$ cat config.mk
export PLATFORM = sky130hd
export DESIGN_NAME = err_rcvr
export DESIGN_NICKNAME = d
export VERILOG_FILES = /design/src/rtl/err_rcvr_pkg.sv /design/src/rtl/err_rcvr_fifo.sv /design/src/rtl/err_rcvr.sv
export SDC_FILE = /design/constraint.sdc
export NUM_CORES = 1
export LEC_CHECK = 0
export BUFFER_PORTS_ARGS = -buffer_cell sky130_fd_sc_hd__buf_2
export CELL_PAD_IN_SITES_DETAIL_PLACEMENT = 1
export CELL_PAD_IN_SITES_GLOBAL_PLACEMENT = 2
export CORE_ASPECT_RATIO = 1.75
export CORE_MARGIN = 1.5
export CORE_UTILIZATION = 44
export CTS_CLUSTER_SIZE = 12
export DETAILED_ROUTE_END_ITERATION = 10
export HOLD_SLACK_MARGIN = 0.03
export PLACE_DENSITY_LB_ADDON = 0.1
export SLEW_MARGIN = 20
export SYNTH_ARGS = -nofsm -noshare
export SYNTH_HDL_FRONTEND = slang
export SYNTH_SLANG_ARGS = --single-unit
$ cat constraint.sdc
create_clock -name clk -period 3.9 [get_ports clk]
set_input_delay 0.78 -clock clk [delete_from_list [all_inputs] [get_ports clk]]
set_output_delay 0.78 -clock clk [all_outputs]
set_load 0.05 [all_outputs]
$ cat src/rtl/err_rcvr_pkg.sv
// Shared definitions for the error receiver: error word width and handshake FSM states.
package err_rcvr_pkg;

    localparam int ERR_W = 32;

    typedef enum logic {
        S_IDLE = 1'b0,
        S_ACK  = 1'b1
    } state_t;

endpackage

$ cat src/rtl/err_rcvr_fifo.sv
// First-word-fall-through FIFO holding received error words; head word is 0 when empty.
module err_fifo #(
    parameter int DEPTH_LOG2 = 4,
    parameter int ERR_W      = 32
) (
    input  logic                  clk,
    input  logic                  rst_n,
    input  logic                  wr,
    input  logic [ERR_W-1:0]      din,
    input  logic                  rd,
    output logic [ERR_W-1:0]      dout,
    output logic                  empty,
    output logic                  full,
    output logic [DEPTH_LOG2:0]   count
);

    localparam int DEPTH = 1 << DEPTH_LOG2;
    localparam logic [DEPTH_LOG2-1:0] PTR_ONE = 1;
    localparam logic [DEPTH_LOG2:0]   CNT_ONE = 1;

    logic [ERR_W-1:0]      mem [DEPTH];
    logic [DEPTH_LOG2-1:0] wptr;
    logic [DEPTH_LOG2-1:0] rptr;
    logic [DEPTH_LOG2:0]   cnt;
    logic                  do_rd;
    logic                  do_wr;

    // The count never exceeds DEPTH, so its MSB alone flags a full FIFO.
    assign full  = cnt[DEPTH_LOG2];
    assign empty = (cnt == '0);
    assign count = cnt;

    assign do_rd = rd & ~empty;
    assign do_wr = wr & (~full | do_rd);

    assign dout = empty ? '0 : mem[rptr];

    always_ff @(posedge clk) begin
        if (do_wr) begin
            mem[wptr] <= din;
        end
    end

    always_ff @(posedge clk or negedge rst_n) begin
        if (!rst_n) begin
            wptr <= '0;
            rptr <= '0;
            cnt  <= '0;
        end else begin
            if (do_wr) begin
                wptr <= wptr + PTR_ONE;
            end
            if (do_rd) begin
                rptr <= rptr + PTR_ONE;
            end
            case ({do_wr, do_rd})
                2'b10:   cnt <= cnt + CNT_ONE;
                2'b01:   cnt <= cnt - CNT_ONE;
                default: cnt <= cnt;
            endcase
        end
    end

endmodule

$ cat src/rtl/err_rcvr.sv
// Responder side of the 4-phase err_req/err_ack handshake; queues each error word and counts them.
module err_rcvr
    import err_rcvr_pkg::*;
#(
    parameter int DEPTH_LOG2 = 4,
    parameter int CNT_W      = 16
) (
    input  logic                  clk,
    input  logic                  rst_n,
    input  logic                  err_req,
    input  logic [ERR_W-1:0]      err_in,
    output logic                  err_ack,
    input  logic                  rd_en,
    output logic [ERR_W-1:0]      rd_data,
    output logic                  rd_empty,
    output logic [DEPTH_LOG2:0]   rd_count,
    output logic                  err_pending,
    output logic [CNT_W-1:0]      err_total,
    input  logic                  clr_total
);

    state_t     state;
    state_t     next_state;
    logic       push;
    logic       accept;
    logic       full;
    logic       empty;
    logic [CNT_W-1:0] total;

    function automatic logic [CNT_W-1:0] sat_inc(input logic [CNT_W-1:0] v);
        if (&v) begin
            return v;
        end
        return v + CNT_W'(1);
    endfunction

    // A pop in the same cycle frees the slot the new word lands in.
    assign accept = ~full | rd_en;

    always_comb begin
        next_state = state;
        push       = 1'b0;
        case (state)
            S_IDLE: begin
                if (err_req && accept) begin
                    push       = 1'b1;
                    next_state = S_ACK;
                end
            end
            S_ACK: begin
                if (!err_req) begin
                    next_state = S_IDLE;
                end
            end
            default: next_state = S_IDLE;
        endcase
    end

    always_ff @(posedge clk or negedge rst_n) begin
        if (!rst_n) begin
            state   <= S_IDLE;
            err_ack <= 1'b0;
        end else begin
            state   <= next_state;
            err_ack <= (next_state == S_ACK);
        end
    end

    // Clear wins over the old value but still counts a word arriving on the same edge.
    always_ff @(posedge clk or negedge rst_n) begin
        if (!rst_n) begin
            total <= '0;
        end else if (clr_total) begin
            total <= push ? CNT_W'(1) : '0;
        end else if (push) begin
            total <= sat_inc(total);
        end
    end

    err_fifo #(
        .DEPTH_LOG2 (DEPTH_LOG2),
        .ERR_W      (ERR_W)
    ) u_fifo (
        .clk   (clk),
        .rst_n (rst_n),
        .wr    (push),
        .din   (err_in),
        .rd    (rd_en),
        .dout  (rd_data),
        .empty (empty),
        .full  (full),
        .count (rd_count)
    );

    assign rd_empty    = empty;
    assign err_pending = ~empty;
    assign err_total   = total;

endmodule
* Yosys cells after proc, flatten, opt, wreduce, memory -nomap -nowiden
Memories as Yosys holds them, arrays and structs flattened.
Cells that the tools add are included.
** Word-level totals
- Bits in read-only memories :: 0
- Bits in writable memories :: 512
- Memories :: 1
- Input bits :: 37
- Latch bits :: 0
- Register bits :: 30
- Output and inout bits :: 56
** Cells by class
- Mux-type cells :: 15
- Equal/unequal tests :: 3
- Multipliers :: 0
- Reduce and logical (&&, ||, !) cells :: 6
- Add/subtract/negate cells :: 5
- Divide/modulo/power cells :: 0
- Shift-type cells :: 0
- Magnitude comparators :: 0
- Bitwise gates (word level) :: 7
** Memory list
- u_fifo.mem :: words 16, width 32, rd ports 1, clocked after memory_dff 0, wr ports 1, RTL line err_rcvr_fifo.sv:21 : logic [ERR_W-1:0] mem [DEPTH];
** Operator list (count)
- 16-bit two-way mux :: 3
- 32-bit two-way mux :: 1
- 16-bit by 1-bit adder with 16-bit output (second input constant) :: 1
- 16-bit AND reduction :: 1
- 5-bit one-hot mux with 2 select lines :: 1
- 1-bit two-way mux :: 9
- 4-bit by 1-bit adder with 4-bit output (second input constant) :: 2
- 5-bit by 1-bit adder with 5-bit output (second input constant) :: 1
- 5-bit zero test :: 1
- 5-bit by 1-bit subtractor with 5-bit output (second input constant) :: 1
- 2-bit nonzero test :: 2
- 3-bit inequality test (second input constant) :: 1
- 1-bit inverter :: 3
- 1-bit bitwise AND :: 2
- 2-bit by 1-bit equality test with 1-bit output (second input constant) :: 1
- 2-bit equality test (second input constant) :: 1
- 1-bit OR :: 2
- 1-bit one-hot mux with 2 select lines :: 1
- 2-bit AND reduction :: 1
- 1-bit logical AND :: 1

* Depth between registers and ports, before layout
- Depth after elaboration :: 10
- Mapped depth :: 14

* By module
From an unflattened synthesis, not the netlist that was laid out.
** Unflattened totals
- Cells, all modules :: 990
- Area total of the unflattened synthesis :: 21408.0 um2
** Modules (own cells, without submodules)
- err_fifo :: sequential area each 15700.1 um2, instances 1, cells each 883, area each 20365.8 um2
- err_rcvr :: sequential area each 425.4 um2, instances 1, cells each 107, area each 1042.2 um2

* Worst setup path before layout
Ideal clock, no wire load.
- Kind :: input to register
- Start :: in err_req
- End :: mem u_fifo.mem[0][0] (enable)
- Stages on the path :: 5
- Arrival :: 3.575 ns
- Path buffers :: 1
- Setup time :: 0.461 ns
- Path slack :: -0.137 ns
- Cell sequence :: nand2b_1 -> nor2_1 -> buf_2 -> nand2_1 -> nor3_1
** Between the ends
- Longest elaborated chain between the ends :: 6
** Ends and longest elaborated chain
- start, declared :: RTL line err_rcvr.sv:10 : input logic err_req,
- 1-bit logical AND :: RTL line err_rcvr.sv:45 : if (err_req && accept) begin
- 1-bit two-way mux :: RTL line err_rcvr.sv:45
- 1-bit two-way mux :: RTL line err_rcvr.sv:43 : case (state)
- 1-bit bitwise AND :: RTL line err_rcvr_fifo.sv:34 : assign do_wr = wr & (~full | do_rd);
- 1-bit two-way mux :: RTL line err_rcvr_fifo.sv:39 : if (do_wr) begin
- 1-bit two-way mux (implied by the code) :: RTL line err_rcvr_fifo.sv:40 : mem[wptr] <= din;
- end, declared :: RTL line err_rcvr_fifo.sv:21
No other way between the ends.

* Worst setup path after layout
- Start :: reg u_fifo.cnt[2], in the netlist u_fifo.count[2]
- End :: out rd_data[29]
** Between the ends
- Longest elaborated chain between the ends :: 2
** Ends and longest elaborated chain
- start, declared :: RTL line err_rcvr_fifo.sv:24 : logic [DEPTH_LOG2:0] cnt;
- start signal, assigned :: RTL line err_rcvr_fifo.sv:57 : 2'b10: cnt <= cnt + CNT_ONE;
- start signal, assigned :: RTL line err_rcvr_fifo.sv:58 : 2'b01: cnt <= cnt - CNT_ONE;
- start signal, assigned :: RTL line err_rcvr_fifo.sv:59 : default: cnt <= cnt;
- 5-bit zero test :: RTL line err_rcvr_fifo.sv:30 : assign empty = (cnt == '0);
- 32-bit two-way mux :: RTL line err_rcvr_fifo.sv:36 : assign dout = empty ? '0 : mem[rptr];
- end, declared :: RTL line err_rcvr.sv:14 : output logic [ERR_W-1:0] rd_data,
No other way between the ends.

==> impl_metrics.xml <==
<?xml version="1.0" encoding="UTF-8"?>
<metrics>
  <group name="outcome">
    <metric name="outcome" unit="">finished clean</metric>
  </group>
  <group name="floorplan">
    <metric name="row_count" unit="">106</metric>
    <metric name="initial_utilization" unit="%">44.8</metric>
    <metric name="coreArea" unit="um^2">47900</metric>
    <metric name="i_o_pins" unit="">93</metric>
    <metric name="die_width" unit="um">170</metric>
    <metric name="die_ar" unit="um^2">50100</metric>
    <metric name="fp.dieH" unit="um">295</metric>
  </group>
  <group name="pwr">
    <metric name="peak_supply_drop" unit="mV">0.369</metric>
    <metric name="power_leakage" unit="nW">8.08</metric>
    <metric name="power.density" unit="nW/um^2">723</metric>
  </group>
  <group name="clock_network">
    <metric name="clk_pin_slew" unit="ns">0.06</metric>
    <metric name="ctsRootBufferMaster" unit="">sky130_fd_sc_hd__clkbuf_16</metric>
    <metric name="worst_skew_pair.late_latency" unit="ns">0.57</metric>
    <metric name="hold_fix_buffer_count_after_cts" unit="">0</metric>
    <metric name="clkSinkCount" unit="">542</metric>
    <metric name="total_cts_buffers" unit="">52</metric>
    <metric name="max-clock-path-buffers" unit="">3</metric>
    <metric name="cts_htree_levels" unit="">2</metric>
    <metric name="tritoncts_clock_tree" unit="">built</metric>
  </group>
  <group name="routing">
    <metric name="number_of_vias_per_cell" unit="">5.67</metric>
    <metric name="final_antenna_net_count" unit="">0</metric>
    <metric name="drt_drc_violations_left" unit="">0</metric>
    <metric name="detail_route.wl_per_cell" unit="um">27.6</metric>
    <metric name="totalWireLength" unit="um">50100</metric>
    <metric name="detailedRoute.firstIterationViolations" unit="">740</metric>
    <metric name="dr.pass1.iters" unit="">5</metric>
    <metric name="detailroute.via_count" unit="">10300</metric>
  </group>
  <group name="worst_setup_path">
    <metric name="timing.critical_path.arrival" unit="ns">2.95</metric>
    <metric name="startpoint_type" unit="">register</metric>
    <metric name="timing.critical_path.to_type" unit="">primary output</metric>
    <metric name="worst_setup_path_category" unit="">register to primary output</metric>
    <metric name="timing.critical_path.fanout_max" unit="">16</metric>
    <metric name="timing.critical_path.required" unit="ns">3.12</metric>
  </group>
  <group name="placement">
    <metric name="gp_congestion" unit="">0.737</metric>
    <metric name="buffer_ports.inserted" unit="">92</metric>
    <metric name="post-place-cells" unit="">1729</metric>
    <metric name="detailed_place_hpwl" unit="um">28200</metric>
    <metric name="postPlaceCellArea" unit="um^2">23000</metric>
  </group>
  <group name="timing">
    <metric name="worst_slew_pin_tran" unit="ns">0.797</metric>
    <metric name="timing_hold_violations_final" unit="">0</metric>
    <metric name="slew_headroom" unit="%">46.8</metric>
    <metric name="finalClockSkew" unit="ns">0.0101</metric>
    <metric name="setup_tns" unit="ns">0</metric>
    <metric name="timing.final.crit_share" unit="%">95.5</metric>
    <metric name="finalHoldWorstSlack" unit="ns">0.276</metric>
    <metric name="finalSetupViolations" unit="">0</metric>
    <metric name="rsz_0062_raised_after_global_routing" unit="">no</metric>
    <metric name="min_period" unit="ns">3.73</metric>
    <metric name="finalMaxSlewViolations" unit="">0</metric>
    <metric name="f_max" unit="GHz">0.268</metric>
  </group>
  <group name="synthesis">
    <metric name="synth_cell_type_count" unit="">53</metric>
    <metric name="cell_count_after_synthesis" unit="">1002</metric>
    <metric name="yosys_register_bits" unit="">542</metric>
    <metric name="synth.most_common_cell" unit="">sky130_fd_sc_hd__edfxtp_1</metric>
    <metric name="synth.yosys.seq_area_share" unit="%">75.2</metric>
    <metric name="ys_async_sr_fraction" unit="%">5.54</metric>
    <metric name="syn_avg_cell_area" unit="um^2">21.4</metric>
    <metric name="synth.largest_area_cell" unit="">sky130_fd_sc_hd__edfxtp_1</metric>
    <metric name="net_count_after_synthesis" unit="">1049</metric>
    <metric name="synth_top_cell_area_share" unit="%">71.7</metric>
    <metric name="synth.yosys.warnings" unit="">0</metric>
    <metric name="yosys-top-cells-count" unit="">512 x sky130_fd_sc_hd__edfxtp_1, 128 x sky130_fd_sc_hd__mux4_2, 65 x sky130_fd_sc_hd__mux2i_1, 32 x sky130_fd_sc_hd__o22ai_1, 30 x sky130_fd_sc_hd__dfrtp_1</metric>
    <metric name="synth.top_cells.by_area" unit="">sky130_fd_sc_hd__edfxtp_1 72%, sky130_fd_sc_hd__mux4_2 13%, sky130_fd_sc_hd__dfrtp_1 3.5%, sky130_fd_sc_hd__mux2i_1 3.0%, sky130_fd_sc_hd__o22ai_1 0.93%</metric>
    <metric name="synth_ff_type" unit="">sky130_fd_sc_hd__edfxtp_1</metric>
    <metric name="synth-edff-count" unit="">512</metric>
    <metric name="synth.cell_area" unit="um^2">21400</metric>
  </group>
  <group name="hold_path">
    <metric name="hold_class" unit="">input pin to asynchronous set/reset pin</metric>
  </group>
  <group name="global_routing">
    <metric name="grt_start_max_net_pins" unit="">47</metric>
    <metric name="grtUsageTotal" unit="%">20.8</metric>
    <metric name="grt_pass1_wl" unit="um">74200</metric>
    <metric name="overflow" unit="">0</metric>
    <metric name="first_global_vias" unit="">11500</metric>
    <metric name="antenna_found_initial" unit="">5</metric>
  </group>
  <group name="finish">
    <metric name="fillers" unit="">4248</metric>
    <metric name="area_growth_from_synthesis_to_layout" unit="%">14.6</metric>
    <metric name="post_route_cells_drive_above_1_share" unit="%">31.3</metric>
    <metric name="instances_no_fill" unit="">1816</metric>
    <metric name="finalCoreUtilization" unit="%">51.3</metric>
    <metric name="postLayoutCellArea" unit="um^2">24600</metric>
    <metric name="layout.nets" unit="">1188</metric>
  </group>
  <group name="flow_run">
    <metric name="timing.max_cap.violations" unit="">0</metric>
  </group>
</metrics>
[cell families after synthesis]
logic type      Yosys count  synth area share [%]
compound gates           59                  1.83
buf+inv                  62                  1.86
xor+xnor                 11                 0.450
mux                     203                  17.0
flops                   542                  75.2
simple gates            115                  3.03
fa+ha+maj                10                 0.584
[per-stage QoR]
step / setup slack [ns] / power (W)
after detailed placement: 0.491 / 0.0133
after CTS: 0.121 / 0.0181
after global placement: 0.513 / 0.0132
final: 0.174 / 0.0178
after global routing: 0.0737 / 0.0185
after floorplan: 0.0304 / 0.0116
[routing by layer]
metal	vias up	wire length (um)	GRT usage [%]
li1	4430	-	-
met1	5562	19300	24.7
met2	217	27800	38.7
met3	84	1740	2.78
met4	6	1230	6.43
met5	-	34	0
[critical path: stages (launching register included)]
cell	delay, ns
sky130_fd_sc_hd__dfrtp_1	0.47
sky130_fd_sc_hd__or2_0	0.25
sky130_fd_sc_hd__or4_4	0.57
sky130_fd_sc_hd__nand2b_2	0.59
sky130_fd_sc_hd__o22ai_1	0.22
sky130_fd_sc_hd__buf_2	0.25
[where the power goes]
group | switching, W | leakage, nW | internal [W]
combinational | 0.00369 | 2.36 | 0.00242
clock | 0.00203 | 0.721 | 0.00257
sequential | 0.000352 | 4.99 | 0.00671
[final timing paths]
| check | slack (ns) | depth (start not counted) | from | to |
|---|---|---|---|---|
| min in group clk | 0.45 | 2 | err_req | state |
| max | 0.17 | 5 | u_fifo.count[2] | rd_data[29] |
| max in group asynchronous | 3.01 | 1 | rst_n | u_fifo.rptr[3] |
| min reg2reg | 0.54 | 1 | state | state |
| min | 0.28 | 1 | rst_n | err_total[9] |
| max reg2reg | 0.66 | 10 | u_fifo.count[2] | u_fifo.count[4] |
[final cells by class]
cell class                      count  area, um^2  area share (%)
Clock inverter                      6        61.3           0.250
Inverter                            8        30.0           0.122
Sequential cell                   542       16100            65.7
Multi-Input combinational cell    399        5060            20.6
Tap cell                          648         811            3.30
Antenna cell                        2        5.00          0.0204
Timing Repair Buffer              138        1040            4.25
Clock buffer                       73        1420            5.79
[layout by cell type (no fill, tap or decap), types with 3 or more instances in the layout]
master / n
sky130_fd_sc_hd__nor3_1: 10
sky130_fd_sc_hd__nor2b_1: 8
sky130_fd_sc_hd__nor2_4: 12
sky130_fd_sc_hd__mux2i_1: 65
sky130_fd_sc_hd__nor4b_1: 3
sky130_fd_sc_hd__nor2_1: 14
sky130_fd_sc_hd__xor2_1: 3
sky130_fd_sc_hd__and4_1: 3
sky130_fd_sc_hd__o21ai_0: 6
sky130_fd_sc_hd__nand3_1: 9
sky130_fd_sc_hd__a21oi_1: 5
sky130_fd_sc_hd__dfrtp_1: 27
sky130_fd_sc_hd__and3_1: 6
sky130_fd_sc_hd__buf_12: 19
sky130_fd_sc_hd__clkbuf_1: 18
sky130_fd_sc_hd__nand2_1: 13
sky130_fd_sc_hd__nand4_1: 3
sky130_fd_sc_hd__buf_4: 27
sky130_fd_sc_hd__ha_1: 10
sky130_fd_sc_hd__nand2b_1: 10
sky130_fd_sc_hd__and2_1: 3
sky130_fd_sc_hd__edfxtp_1: 512
sky130_fd_sc_hd__clkbuf_16: 53
sky130_fd_sc_hd__mux2_1: 3
sky130_fd_sc_hd__nor4_1: 3
sky130_fd_sc_hd__xnor2_1: 8
sky130_fd_sc_hd__buf_2: 92
sky130_fd_sc_hd__inv_1: 7
sky130_fd_sc_hd__o22ai_1: 32
sky130_fd_sc_hd__dfrtp_4: 3
sky130_fd_sc_hd__nor3_4: 3
sky130_fd_sc_hd__a31oi_1: 4
sky130_fd_sc_hd__mux2_2: 7
sky130_fd_sc_hd__mux4_2: 128
[registers in the layout, summed over array words and instances, names as in the netlist]
register and count:
u_fifo.wptr 4, state 1, err_total 16, u_fifo.count 5
u_fifo.rptr 4, u_fifo.mem 512
[repair_timing]
item | 4_1_cts | 5_1_grt
gates resized for setup | 2 | 0
setup endpoints to repair | 5 | 0
setup buffers | 5 | 0
Note: power is estimated with default switching activity, not from simulation.
